[src/rtl/mmips_sim_devq_if.sv]
// rtl/mmips_sim_devq_if.sv - mMIPS device port and bench-side channel bundle
interface mmips_sim_devq_if #(
  parameter int DW  = 32,
  parameter int NCH = 2
);
  logic [DW-1:0]     dev_dout;
  logic [DW-1:0]     dev_din;
  logic              dev_r;
  logic              dev_w;
  logic              dev_wdata;
  logic              dev_waddr;
  logic              dev_send_eop;
  logic              dev_rdyr;
  logic              dev_rdyw;
  logic              dev_rcv_eop;
  logic [NCH-1:0]    tb_in_valid;
  logic [NCH*DW-1:0] tb_in_data;
  logic [NCH-1:0]    tb_in_eop;
  logic [NCH-1:0]    tb_in_ready;
  logic [NCH-1:0]    tb_out_valid;
  logic [NCH*DW-1:0] tb_out_data;
  logic [NCH-1:0]    tb_out_eop;
  logic [NCH-1:0]    tb_out_ready;

  modport master (
    output dev_dout, dev_r, dev_w, dev_wdata, dev_waddr, dev_send_eop,
    output tb_in_valid, tb_in_data, tb_in_eop, tb_out_ready,
    input  dev_din, dev_rdyr, dev_rdyw, dev_rcv_eop,
    input  tb_in_ready, tb_out_valid, tb_out_data, tb_out_eop
  );

  modport slave (
    input  dev_dout, dev_r, dev_w, dev_wdata, dev_waddr, dev_send_eop,
    input  tb_in_valid, tb_in_data, tb_in_eop, tb_out_ready,
    output dev_din, dev_rdyr, dev_rdyw, dev_rcv_eop,
    output tb_in_ready, tb_out_valid, tb_out_data, tb_out_eop
  );
endinterface

[src/rtl/mmips_sim_devq.sv]
// rtl/mmips_sim_devq.sv - multi-channel simulation device with TX/RX FIFOs and eop tags
module mmips_sim_devq #(
  parameter int DW    = 32,
  parameter int DEPTH = 8,
  parameter int NCH   = 2,
  localparam int SW   = (NCH > 1) ? $clog2(NCH) : 1
) (
  input  logic          clk,
  input  logic          rst,
  input  logic          en,
  mmips_sim_devq_if.slave dev,
  output logic [SW-1:0] sel,
  output logic          err
);
  localparam int AW = $clog2(DEPTH);

  typedef logic [DW:0] entry_t;
  typedef logic [AW:0] ptr_t;

  entry_t          tx_mem_q [NCH][DEPTH];
  entry_t          tx_mem_d [NCH][DEPTH];
  entry_t          rx_mem_q [NCH][DEPTH];
  entry_t          rx_mem_d [NCH][DEPTH];
  ptr_t            tx_wp_q [NCH];
  ptr_t            tx_wp_d [NCH];
  ptr_t            tx_rp_q [NCH];
  ptr_t            tx_rp_d [NCH];
  ptr_t            rx_wp_q [NCH];
  ptr_t            rx_wp_d [NCH];
  ptr_t            rx_rp_q [NCH];
  ptr_t            rx_rp_d [NCH];
  logic [SW-1:0]   sel_q, sel_d;
  logic            err_q, err_d;
  logic [DW-1:0]   din_q, din_d;
  logic            rcv_eop_q, rcv_eop_d;
  logic [NCH-1:0]  tx_full, tx_empty, rx_full, rx_empty;
  logic            sel_wr, dat_wr;

  // Full/empty come from registered pointers only; the extra MSB tells full from empty.
  always_comb begin
    for (int c = 0; c < NCH; c++) begin
      tx_empty[c] = (tx_wp_q[c] == tx_rp_q[c]);
      tx_full[c]  = (tx_wp_q[c][AW] != tx_rp_q[c][AW]) &&
                    (tx_wp_q[c][AW-1:0] == tx_rp_q[c][AW-1:0]);
      rx_empty[c] = (rx_wp_q[c] == rx_rp_q[c]);
      rx_full[c]  = (rx_wp_q[c][AW] != rx_rp_q[c][AW]) &&
                    (rx_wp_q[c][AW-1:0] == rx_rp_q[c][AW-1:0]);
    end
  end

  assign dev.dev_rdyr     = en & ~rx_empty[sel_q];
  assign dev.dev_rdyw     = en & ~tx_full[sel_q];
  assign dev.tb_in_ready  = en ? ~rx_full : '0;
  assign dev.tb_out_valid = en ? ~tx_empty : '0;
  assign dev.dev_din      = din_q;
  assign dev.dev_rcv_eop  = rcv_eop_q;
  assign sel              = sel_q;
  assign err              = err_q;

  always_comb begin
    dev.tb_out_data = '0;
    dev.tb_out_eop  = '0;
    for (int c = 0; c < NCH; c++) begin
      dev.tb_out_data[c*DW +: DW] = tx_mem_q[c][tx_rp_q[c][AW-1:0]][DW-1:0];
      dev.tb_out_eop[c]           = tx_mem_q[c][tx_rp_q[c][AW-1:0]][DW];
    end
  end

  // A select write takes priority over a data write when both qualifiers are set.
  assign sel_wr = dev.dev_w & dev.dev_waddr;
  assign dat_wr = dev.dev_w & ~dev.dev_waddr & dev.dev_wdata;

  always_comb begin
    tx_mem_d  = tx_mem_q;
    rx_mem_d  = rx_mem_q;
    tx_wp_d   = tx_wp_q;
    tx_rp_d   = tx_rp_q;
    rx_wp_d   = rx_wp_q;
    rx_rp_d   = rx_rp_q;
    sel_d     = sel_q;
    err_d     = err_q;
    din_d     = din_q;
    rcv_eop_d = rcv_eop_q;
    if (en) begin
      if (sel_wr) begin
        if (dev.dev_dout < DW'(NCH)) sel_d = dev.dev_dout[SW-1:0];
        else                         err_d = 1'b1;
      end
      if (dat_wr) begin
        if (dev.dev_rdyw) begin
          tx_mem_d[sel_q][tx_wp_q[sel_q][AW-1:0]] = {dev.dev_send_eop, dev.dev_dout};
          tx_wp_d[sel_q] = tx_wp_q[sel_q] + ptr_t'(1);
        end else begin
          err_d = 1'b1;
        end
      end
      if (dev.dev_r) begin
        if (dev.dev_rdyr) begin
          din_d          = rx_mem_q[sel_q][rx_rp_q[sel_q][AW-1:0]][DW-1:0];
          rcv_eop_d      = rx_mem_q[sel_q][rx_rp_q[sel_q][AW-1:0]][DW];
          rx_rp_d[sel_q] = rx_rp_q[sel_q] + ptr_t'(1);
        end else begin
          err_d = 1'b1;
        end
      end
      for (int c = 0; c < NCH; c++) begin
        if (dev.tb_in_valid[c] && dev.tb_in_ready[c]) begin
          rx_mem_d[c][rx_wp_q[c][AW-1:0]] = {dev.tb_in_eop[c], dev.tb_in_data[c*DW +: DW]};
          rx_wp_d[c] = rx_wp_q[c] + ptr_t'(1);
        end
        if (dev.tb_out_valid[c] && dev.tb_out_ready[c]) begin
          tx_rp_d[c] = tx_rp_q[c] + ptr_t'(1);
        end
      end
    end
  end

  always_ff @(posedge clk) begin
    tx_mem_q <= tx_mem_d;
    rx_mem_q <= rx_mem_d;
    if (!rst) begin
      for (int c = 0; c < NCH; c++) begin
        tx_wp_q[c] <= '0;
        tx_rp_q[c] <= '0;
        rx_wp_q[c] <= '0;
        rx_rp_q[c] <= '0;
      end
      sel_q     <= '0;
      err_q     <= 1'b0;
      din_q     <= '0;
      rcv_eop_q <= 1'b0;
    end else begin
      tx_wp_q   <= tx_wp_d;
      tx_rp_q   <= tx_rp_d;
      rx_wp_q   <= rx_wp_d;
      rx_rp_q   <= rx_rp_d;
      sel_q     <= sel_d;
      err_q     <= err_d;
      din_q     <= din_d;
      rcv_eop_q <= rcv_eop_d;
    end
  end
endmodule

[src/flat_wrapper.sv]
// flat-port wrapper written by rule: the top's interface ports become plain ports
module mmips_sim_devq_flat 
#(
  parameter int DW    = 32,
  parameter int DEPTH = 8,
  parameter int NCH   = 2,
  localparam int SW   = (NCH > 1) ? $clog2(NCH) : 1
)
  (clk, rst, en, sel, err, dev_dev_dout, dev_dev_r, dev_dev_w, dev_dev_wdata, dev_dev_waddr, dev_dev_send_eop, dev_tb_in_valid, dev_tb_in_data, dev_tb_in_eop, dev_tb_out_ready, dev_dev_din, dev_dev_rdyr, dev_dev_rdyw, dev_dev_rcv_eop, dev_tb_in_ready, dev_tb_out_valid, dev_tb_out_data, dev_tb_out_eop);
  mmips_sim_devq_if #(.DW(DW), .NCH(NCH)) dev_i ();
  input  logic clk;
  input  logic rst;
  input  logic en;
  output logic [SW-1:0] sel;
  output logic err;
  input wire logic [$bits(dev_i.dev_dout)-1:0] dev_dev_dout;
  input wire logic [$bits(dev_i.dev_r)-1:0] dev_dev_r;
  input wire logic [$bits(dev_i.dev_w)-1:0] dev_dev_w;
  input wire logic [$bits(dev_i.dev_wdata)-1:0] dev_dev_wdata;
  input wire logic [$bits(dev_i.dev_waddr)-1:0] dev_dev_waddr;
  input wire logic [$bits(dev_i.dev_send_eop)-1:0] dev_dev_send_eop;
  input wire logic [$bits(dev_i.tb_in_valid)-1:0] dev_tb_in_valid;
  input wire logic [$bits(dev_i.tb_in_data)-1:0] dev_tb_in_data;
  input wire logic [$bits(dev_i.tb_in_eop)-1:0] dev_tb_in_eop;
  input wire logic [$bits(dev_i.tb_out_ready)-1:0] dev_tb_out_ready;
  output wire logic [$bits(dev_i.dev_din)-1:0] dev_dev_din;
  output wire logic [$bits(dev_i.dev_rdyr)-1:0] dev_dev_rdyr;
  output wire logic [$bits(dev_i.dev_rdyw)-1:0] dev_dev_rdyw;
  output wire logic [$bits(dev_i.dev_rcv_eop)-1:0] dev_dev_rcv_eop;
  output wire logic [$bits(dev_i.tb_in_ready)-1:0] dev_tb_in_ready;
  output wire logic [$bits(dev_i.tb_out_valid)-1:0] dev_tb_out_valid;
  output wire logic [$bits(dev_i.tb_out_data)-1:0] dev_tb_out_data;
  output wire logic [$bits(dev_i.tb_out_eop)-1:0] dev_tb_out_eop;
  assign dev_i.dev_dout = dev_dev_dout;
  assign dev_i.dev_r = dev_dev_r;
  assign dev_i.dev_w = dev_dev_w;
  assign dev_i.dev_wdata = dev_dev_wdata;
  assign dev_i.dev_waddr = dev_dev_waddr;
  assign dev_i.dev_send_eop = dev_dev_send_eop;
  assign dev_i.tb_in_valid = dev_tb_in_valid;
  assign dev_i.tb_in_data = dev_tb_in_data;
  assign dev_i.tb_in_eop = dev_tb_in_eop;
  assign dev_i.tb_out_ready = dev_tb_out_ready;
  assign dev_dev_din = dev_i.dev_din;
  assign dev_dev_rdyr = dev_i.dev_rdyr;
  assign dev_dev_rdyw = dev_i.dev_rdyw;
  assign dev_dev_rcv_eop = dev_i.dev_rcv_eop;
  assign dev_tb_in_ready = dev_i.tb_in_ready;
  assign dev_tb_out_valid = dev_i.tb_out_valid;
  assign dev_tb_out_data = dev_i.tb_out_data;
  assign dev_tb_out_eop = dev_i.tb_out_eop;
  mmips_sim_devq #(.DW(DW), .DEPTH(DEPTH), .NCH(NCH)) u_core (.clk(clk), .rst(rst), .en(en), .dev(dev_i), .sel(sel), .err(err));
endmodule
[config.mk]
export PLATFORM = sky130hd
export DESIGN_NAME = mmips_sim_devq_flat
export DESIGN_NICKNAME = d
export VERILOG_FILES = /design/src/rtl/mmips_sim_devq_if.sv /design/src/rtl/mmips_sim_devq.sv /design/src/flat_wrapper.sv
export SDC_FILE = /design/constraint.sdc
export NUM_CORES = 1
export LEC_CHECK = 0
export ABC_AREA = 1
export ABC_CLOCK_PERIOD_IN_PS = 6100
export CAP_MARGIN = 20
export CORE_ASPECT_RATIO = 1.2
export CORE_UTILIZATION = 40
export DETAILED_ROUTE_END_ITERATION = 6
export GPL_TIMING_DRIVEN = 0
export PLACE_DENSITY_LB_ADDON = 0.2
export SKIP_LAST_GASP = 1
export SLEW_MARGIN = 15
export SYNTH_ARGS = -nofsm -noshare
export SYNTH_HDL_FRONTEND = slang
export SYNTH_SLANG_ARGS = --single-unit
[constraint.sdc]
create_clock -name clk -period 6.1 [get_ports clk]
set_input_delay 1.525 -clock clk [delete_from_list [all_inputs] [get_ports clk]]
set_output_delay 1.525 -clock clk [all_outputs]
set_load 0.02 [all_outputs]
==> key figures <==
Run status
  • Status: complete, no violations

Worst setup path
  • Crit-path most repeated cell: clkdlybuf4s50_1
  • Crit path required time: 4.58 ns
  • CP Class: in -> out
  • Worst path slowest cell: clkdlybuf4s50_1
  • Crit start category: primary input
  • R2r worst-path depth: 12
  • Max incr delay on CP: ~0.75 ns
  • Endpoint class of the critical path: output pin
  • Critical path fanouts, max: 10
  • Worst EP arrival: 4.24 ns
  • Crit path cell chain: clkdlybuf4s50_1 -> clkbuf_1 -> nand2_1 -> nor2_1 -> clkdlybuf4s50_1

Clocking
  • Longest Clk Path Bufs: 3
  • H-Tree Level Count: 3
  • CTS tree: done
  • Later-pin clock latency in the skew report: 0.74 ns
  • Hold_buf cts: 0
  • CTS Buf Count: between 100 and 150
  • Num Clock Sinks: 1,123
  • Number of setup buffers added after CTS: 0
  • Clock root buffer: clkbuf_16
  • CTS clk-pin slew, worst paths: 0.06 ns
  • # resized after CTS: 0

Timing
  • Worst slew pin tran: 1.05 ns
  • Minimum clock period after layout: just under 6 ns
  • Period utilisation layout: between 90% and 100%
  • Final Hold Fails: 0
  • Achievable Freq: 0.173 GHz
  • Fin worst setup slack: 0.333 ns
  • Slew Limit Fails: 0
  • Setup violators final: 0
  • Worst relative slew slack: slightly below 30%
  • RSZ-0062 raised after global routing: no
  • WHS: between 0.4 and 0.5 ns
  • Clk_skew: approximately 0.041 ns

Min path
  • Min-Delay Path Class: reg -> reg
  • Hold path depth: 2

Routing
  • First-pass DRT Iterations: 6
  • Initial drt markers: 3,063
  • WL/cell: 24.4 um
  • Drt drc: 0
  • Via/cell ratio: 5.31
  • DRT antenna net count: 0
  • Routed wire length: between 100,000 and 150,000 um
  • DR vias: approximately 31,000

Global route
  • Global Route met1 Usage: 31.4%
  • Gr ovfl total: 0
  • Vias in the first global route: 29,500
  • M2 GR Usage: approximately two fifths
  • GRT Total Usage: around 25%
  • Initial antenna violation count: 6
  • Global-route wire length before repair: 202,000 um
  • Met3 Track Usage GR: under 10%
  • GR peak layer: met2
  • Largest net degree at the start of global routing: 22

Floorplan
  • Row Count: around 130
  • Ports: 217
  • Die Area: 113,000 um^2
  • Chip Height: 368 um
  • Placeable Area: 111,000 um^2
  • Die extent in x: 307 um
  • Initial Utilization: around two fifths

Place
  • Gpl congestion: 0.889
  • Estimated wirelength of the detail-placed design: 95,600 um
  • Setup WS pre-CTS: 0.355 ns
  • Placed Cells: 5,582
  • PortBufs: about 210

Synthesis
  • EDFF count, synth: roughly 1,100
  • Mux share of post-synthesis cell area: 0%
  • Post-synthesis sequential area ratio: between 70% and 80%
  • Top cells by count, synth: 1,056 x edfxtp_1, 855 x nand2_1, 746 x nor2_1, 371 x o21ai_0, 193 x nand3_1
  • Syn Area/Cell: about 12 um^2
  • Compound-Gate Fraction of Synth Area: 6.60%
  • Post-Synthesis Cells: 3,818
  • Leading area contributor after synthesis: edfxtp_1
  • Ys Warns: 0
  • Synth Area in XOR/XNOR: less than 1%
  • Yosys reg bits: around 1,100
  • Mapped Nets: 3,934
  • Synth area leaders: edfxtp_1 71%, nand2_1 7.2%, nor2_1 6.3%
  • Synth Area in Simple Gates: 16.4%
  • Top cell type's share of synthesized area: 70.9%
  • Top-count cell post-synth: edfxtp_1
  • Ys flop type: edfxtp_1
  • Post-Synth Adder-Cell Area: 0.168%
  • Netlist cell types: 34
  • Post-Syn Area: 44,700 um^2
  • Async SR Flop Fraction: 0%
  • Largest family of logic cells by synthesized area: simple AND/OR/NAND/NOR gates

Final layout
  • Final core occ: between 40% and 50%
  • NumNets Final: 4,317
  • Final Non-Filler Cells: 5,792
  • Layout cells sized above 1: a little under 8%
  • Layout area overhead: 20.4%
  • # diodes: 0

Run
  • Max Cap Violations: 0

Power and ir drop
  • Power density over the cells: around 300 nW/um^2
  • Leakage: 18.7 nW
  • Worst vdd ir: 0.225 mV
## state kept, by name, summed over array words and instances, names as in the netlist
register,flops
u_core.dev.dev_rcv_eop,1
u_core.rx_wp_q,8
u_core.tx_rp_q,8
u_core.err,1
u_core.dev.dev_din,32
u_core.tx_wp_q,8
u_core.rx_rp_q,8
u_core.rx_mem_q,528
u_core.sel,1
u_core.tx_mem_q,528
## cells in the final DEF (no fill, tap or decap), drive strengths merged
cell,instances
nor3,5
clkinvlp,3
or2,2
buf,136
xnor2,10
nand4,27
inv,66
clkbuf,291
bufinv,7
ha,6
clkinv,39
nor2,751
nand3b,1
clkdlybuf4s50,214
o21a,1
a21oi,38
a31oi,67
o211ai,1
xor2,4
edfxtp,1056
o21ai,377
and2,12
o22ai,66
nand3,193
nand2,856
dfxtp,67
## final cells by class
| type | instances | area, um^2 |
|---|---|---|
| inverters | 63 | 241 |
| well taps | 1496 | 1870 |
| repair buffers | 268 | 3380 |
| clock buffers | 158 | 3130 |
| fillers | 10000 | 57200 |
| flip-flops and latches | 1123 | 33100 |
| multi-input cells | 2417 | 10700 |
| plain buffers | 215 | 957 |
| clock inverters | 52 | 484 |
## through the flow
| stage | TNS (ns) | power (W) | area [um^2] |
|---|---|---|---|
| 3_3_place_gp | -903.75 | 0.00989 | 48700 |
| 2_1_floorplan | 0 | 0.00924 | 44700 |
| 6_report | 0 | 0.0166 | 53800 |
| 5_1_grt | 0 | 0.0171 | 53800 |
| 4_1_cts | 0 | 0.0167 | 53800 |
| 3_5_place_dp | 0 | 0.00992 | 50200 |
## worst paths after layout
path | startpoint | slack [ns] | end
max | en | 0.33 | dev_dev_rdyr
min | u_core.tx_wp_q[4] | 0.48 | u_core.tx_wp_q[4]
max reg2reg | u_core.rx_wp_q[5] | 2.52 | u_core.rx_mem_q[305]
min reg2reg | u_core.tx_wp_q[4] | 0.48 | u_core.tx_wp_q[4]
## critical path, delay by kind of cell
kind	cells	cell delay, ns
buffers and inverters	3	1.92
and+or+nand+nor	2	0.78
## where the power goes
| part | total, W | switching [W] | internal, W |
|---|---|---|---|
| combinational | 0.00122 | 0.000853 | 0.000367 |
| sequential | 0.00855 | 0.0000354 | 0.00851 |
| clock | 0.00686 | 0.00298 | 0.00388 |
| total | 0.0166 | 0.00387 | 0.0128 |
## routing by layer
layer / part of all wire (%) / wire (um)
met1: 39 / 55400
met4: 4.4 / 6240
met2: 49 / 68600
met5: 0.014 / 20
met3: 7.8 / 11000
## cell families after synthesis
group                    Yosys count
flip-flops                      1123
AND/OR/NAND/NOR                 1847
AO/OA/AOI/OAI                    550
buffers and inverters            278
adder cells (fa/ha/maj)            6
XOR/XNOR                          14
(Power assumes the default switching activity.)
